$ cat src/rtl/rx_timeout_timer.sv
// rtl/rx_timeout_timer.sv - inter-byte gap timer that flags expiry once LIMIT idle cycles have elapsed
module rx_timeout_timer #(
    parameter int unsigned LIMIT = 50_000_000
) (
    input  logic clk,
    input  logic reset,
    input  logic clear,
    input  logic enable,
    output logic expired
);

    logic [31:0] count;

    // Holds at LIMIT so a late disable can never wrap the counter.
    always_ff @(posedge clk) begin
        if (reset || clear) begin
            count <= '0;
        end else if (enable && (count != 32'(LIMIT))) begin
            count <= count + 32'd1;
        end
    end

    assign expired = enable && (count == 32'(LIMIT));

endmodule

$ cat config.mk
export PLATFORM = sky130hd
export DESIGN_NAME = rx_timeout_timer
export DESIGN_NICKNAME = d
export VERILOG_FILES = /design/src/rtl/rx_timeout_timer.sv
export SDC_FILE = /design/constraint.sdc
export NUM_CORES = 1
export LEC_CHECK = 0
export CAP_MARGIN = 10
export CORE_MARGIN = 4
export CORE_UTILIZATION = 54
export DETAILED_ROUTE_END_ITERATION = 7
export PLACE_DENSITY = 0.71
export SLEW_MARGIN = 20
export SYNTH_ARGS = -nofsm -noshare
export SYNTH_HDL_FRONTEND = slang
export SYNTH_SLANG_ARGS = --single-unit
$ cat constraint.sdc
create_clock -name clk -period 2 [get_ports clk]
set_input_delay 0.5 -clock clk [delete_from_list [all_inputs] [get_ports clk]]
set_output_delay 0.5 -clock clk [all_outputs]
set_load 0.02 [all_outputs]
Word-level counts from Yosys, hierarchy flattened
Index checks and enable logic that the tools add are counted.

Flip-flop bits (word level): 32. Latch bits: 0. Memory bits (writable): 0. Bits in read-only memories: 0. Output and inout bits: 1. Word-level logic and storage cells: 7. Memories: 0.

Add/subtract/negate cells: 1. $mul: 0. Divide/modulo/power cells: 0. Magnitude comparators: 0. Equal/unequal tests: 2. Shift operators: 0. Mux-type cells: 0. Bitwise logic cells: 0. Reductions and logical operators: 3.

Operators by type and width (number): $add 32x1->32 const B (1); $eq 32x26->1 const B (1); $ne 32x26->1 const B (1); $logic_and 1x1->1 (2); $logic_or 1x1->1 (1).

Depth between registers and ports, before layout
Depth after elaboration: 2. Gate-level depth with buffers: 8.

Worst setup path before layout
OpenSTA, ideal clock, no wires.

Path type: reg2out. Start: register count[26]. End: output expired. Data arrival time: 1.813 ns. Data required time: 1.500 ns. Setup slack: -0.313 ns. Stages on the path, launching flop included: 4. Path through: dfxtp_1 > or4_1 > or4_1 > nor3_1.

Word-level cells in the longest chain between the ends: 2.

Ends and longest elaborated chain: start: declaration (RTL line 12) `logic [31:0] count;`; start signal: assignment (RTL line 19) `count <= count + 32'd1;`; $eq 32x26->1 (RTL line 23) `assign expired = enable && (count == 32'(LIMIT));`; $logic_and 1x1->1 (RTL line 23); end: declaration (RTL line 9) `output logic expired`.

No other way between the ends.

Final worst setup path
Start: register count[28]. End: output expired.

Same word-level chain as after synthesis.

==> results.cfg <==
[clocking]
htree_levels = 2
cts_buffers = 5
cts-root-buf = clkbuf_4
numClockSinks = 32
clkLatencyLatePin_ps = 350
clockBufferDepth = 2
path_clk_slew_ps = 110
ctsHoldBuffers = 0
tritoncts = done

[timing]
fmax_mhz = 403
setup_viol = 8
final_hold_viol_count = 0
period_needed_ps = 2480
slew_headroom_pct = 66.8
finalClockSkew_ps = 15.1
rsz0062_at_grt = true
fin_ws_ps = -484
final_max_slew_viol_count = 0
min_period_over_period_pct = 124
worst_pin_slew_ps = 493

[layout]
antenna_cells = 0
n_fill_cell = 175
instances_no_fill = 288
register_area_um2 = 652
largestRegisters = count: 32 flops
multi_input_area_um2 = 995
largest-register = count
largest_register_ff_count = 32
drive_gt1_share_pct = 36.6
nNetsFinal = 262
syn2layout_area_growth_pct = 45.8

[logic_synthesis]
synth_cells = 192
synth_edf_count = 0
ys_seq_area_share_pct = 40.4
synthTopCellsByArea = dfxtp_1 40%, xor2_1 8.8%, nor2_1 7.8%
avgSynthCellArea_um2 = 8.25
ys_ff_latch = 32
ys_warn_count = 0
async_reset_ff_share_pct = 0
yosys.cell_types.count = 28
netlist_area_um2 = 1580
syn_nets = 198
yosysTopAreaCell = dfxtp_1
synth_top_area_share_pct = 40.4
synth.most_common_cell = nor2_1
synth_flop_cell = dfxtp_1
synth_commonest_cells = 33 x nor2_1, 32 x dfxtp_1, 17 x nand4_1, 16 x xor2_1, 13 x nand3_1

[setup_path]
crit_slowest_cell = or4_1
r2r_setup_slack_ps = -200
r2r-start = count[1]$_SDFFE_PP0P_
path_cells = or4_1, or4_4, nor3_4, buf_6
r2r_cells = 7
rr_endpoint = count[26]$_SDFFE_PP0P_
max_stage_delay_ps = 530
critical_path_required_ps = 1500
arrival_ps = 1980
critPathKind = reg2out
endpoint = expired
cp_max_fo = 2
critPathCaptureType = primary output
critical_path.startpoint = count[28]$_SDFFE_PP0P_
cp-start-kind = register

[routing]
remaining_drc_errors = 0
num_vias = 1692
drt_iter0_drc = 118
routed_wirelength_um = 4630
via_per_inst = 5.88
wl_per_cell_um = 16.1
ant_nets = 0
dr.pass1.iters = 5

[grt]
grt_max_degree = 31
globalRouteOverflowTotal = 0
grt.total_usage_pct = 23.8
grt_use_met1_pct = 28.3
grt_pass1_wl_um = 7630
antenna_found_initial = 0
top_usage_layer = met2
grt.met2_usage_pct = 38.9
grt_use_met3_pct = 6.31
grt_pass1_vias = 1680

[die]
core_area_um2 = 2780
ios = 5
dieArea_um2 = 3860
die_h_um = 62.2
num_rows = 19
start_util_pct = 57.0
die_w_um = 62.2

[min_path]
worstHoldPathType = reg2reg

[power_and_ir_drop]
pwr-share-comb_pct = 4.4
total_power_mw = 1.26
p_sw_share_pct = 20.9
internal_power_mw = 0.995
power_leakage_nw = 0.888
p_clk_share_pct = 44.8
p_switching_mw = 0.263
peakVddDrop_uv = 582
cellPowerDensity_nw_per_um2 = 545
seq_power_share_pct = 50.7

[placed_design]
place_congestion = 0.863
place.detailed.hpwl_um = 3210
io_buffers = 4
post-place-cells = 274

[status]
outcome = complete, but fails checks
failed_checks = negative setup slack

[run]
max_cap_viol_count = 0
[routing by layer]
layer / share of wire (%) / wire length [um]
met1: 42 / 1930
met2: 50 / 2310
met3: 6.1 / 284
met4: 2.2 / 104
met5: 0 / 0
[cell type report]
class                      count  area share [%]
clock buffer                   7            2.82
clock inverter                 1            1.30
inverter                       5           0.813
multi-input combinational    148            43.1
sequential                    32            28.2
tap                           31            1.68
timing repair buffer          64            22.1
[worst max-delay path: cells and delay by family (launching register included)]
| family | cells | cell delay [ps] |
|---|---|---|
| buf+inv | 1 | 140 |
| flops | 1 | 320 |
| simple gates | 3 | 1190 |
[cell families (layout without fill, tap and decap cells)]
| logic type | count (synthesis) | count (layout) | share of synthesized area (%) |
|---|---|---|---|
| and+or+nand+nor | 108 | 108 | 36.7 |
| DFF | 32 | 32 | 40.4 |
| xor gates and xnor gates | 25 | 25 | 13.8 |
| AOI/OAI and AO/OA | 13 | 13 | 4.42 |
| buffers and inverters | 12 | 77 | 3.00 |
| adders and majority gates | 2 | 2 | 1.58 |
[metrics by stage]
stage	cell area (um2)	setup WS [ps]	hold slack, ps	TNS, ps	utilization [%]
final	2310	-484	622	-1290	83.0
after global routing	2310	-531	664	-1790	83.0
after CTS	2210	-487	604	-1290	79.3
after detailed placement	2080	-581	577	-1490	74.8
after global placement	2080	-550	568	-1090	74.8
after floorplan	1620	-36.4	475	-52.0	-
[power by group through the flow]
| stage | sequential [mW] | combinational [mW] | clock, mW |
|---|---|---|---|
| after global placement | 0.653 | 0.0441 | 0 |
| after global routing | 0.639 | 0.0604 | 0.602 |
| after CTS | 0.638 | 0.0468 | 0.560 |
| final | 0.638 | 0.0560 | 0.564 |
| after detailed placement | 0.653 | 0.0460 | 0 |
| after floorplan | 0.654 | 0.0207 | 0 |
[worst min-delay path by stage]
stage	startpoint	end	slack (ps)	cells after the start
3_5_place_dp	count[31]$_SDFFE_PP0P_	count[31]$_SDFFE_PP0P_	580	3
4_1_cts	count[31]$_SDFFE_PP0P_	count[31]$_SDFFE_PP0P_	600	3
3_3_place_gp	count[31]$_SDFFE_PP0P_	count[31]$_SDFFE_PP0P_	570	3
2_1_floorplan	count[27]$_SDFFE_PP0P_	count[27]$_SDFFE_PP0P_	470	2
5_1_grt	count[29]$_SDFFE_PP0P_	count[29]$_SDFFE_PP0P_	660	3
6_report	count[1]$_SDFFE_PP0P_	count[1]$_SDFFE_PP0P_	620	3
[timing repair]
| item | 4_1_cts | 5_1_grt |
|---|---|---|
| endpoints found under the hold margin | 0 | 0 |
| gates resized for setup | 12 | 15 |
| pin swaps | 1 | 7 |
| setup buffers | 0 | 6 |
| endpoints found under the setup margin | 10 | 12 |
[cell usage in the layout, fill, tap and decap left out, types with 7 or more instances in the layout]
master and n:
buf_4 55, nor2_1 33, dfxtp_1 25, nand4_1 17, xor2_1 16, nand3_1 11
nand2_1 11, xnor2_1 9, nor4_1 7
Power figures use the tool's default switching activity.
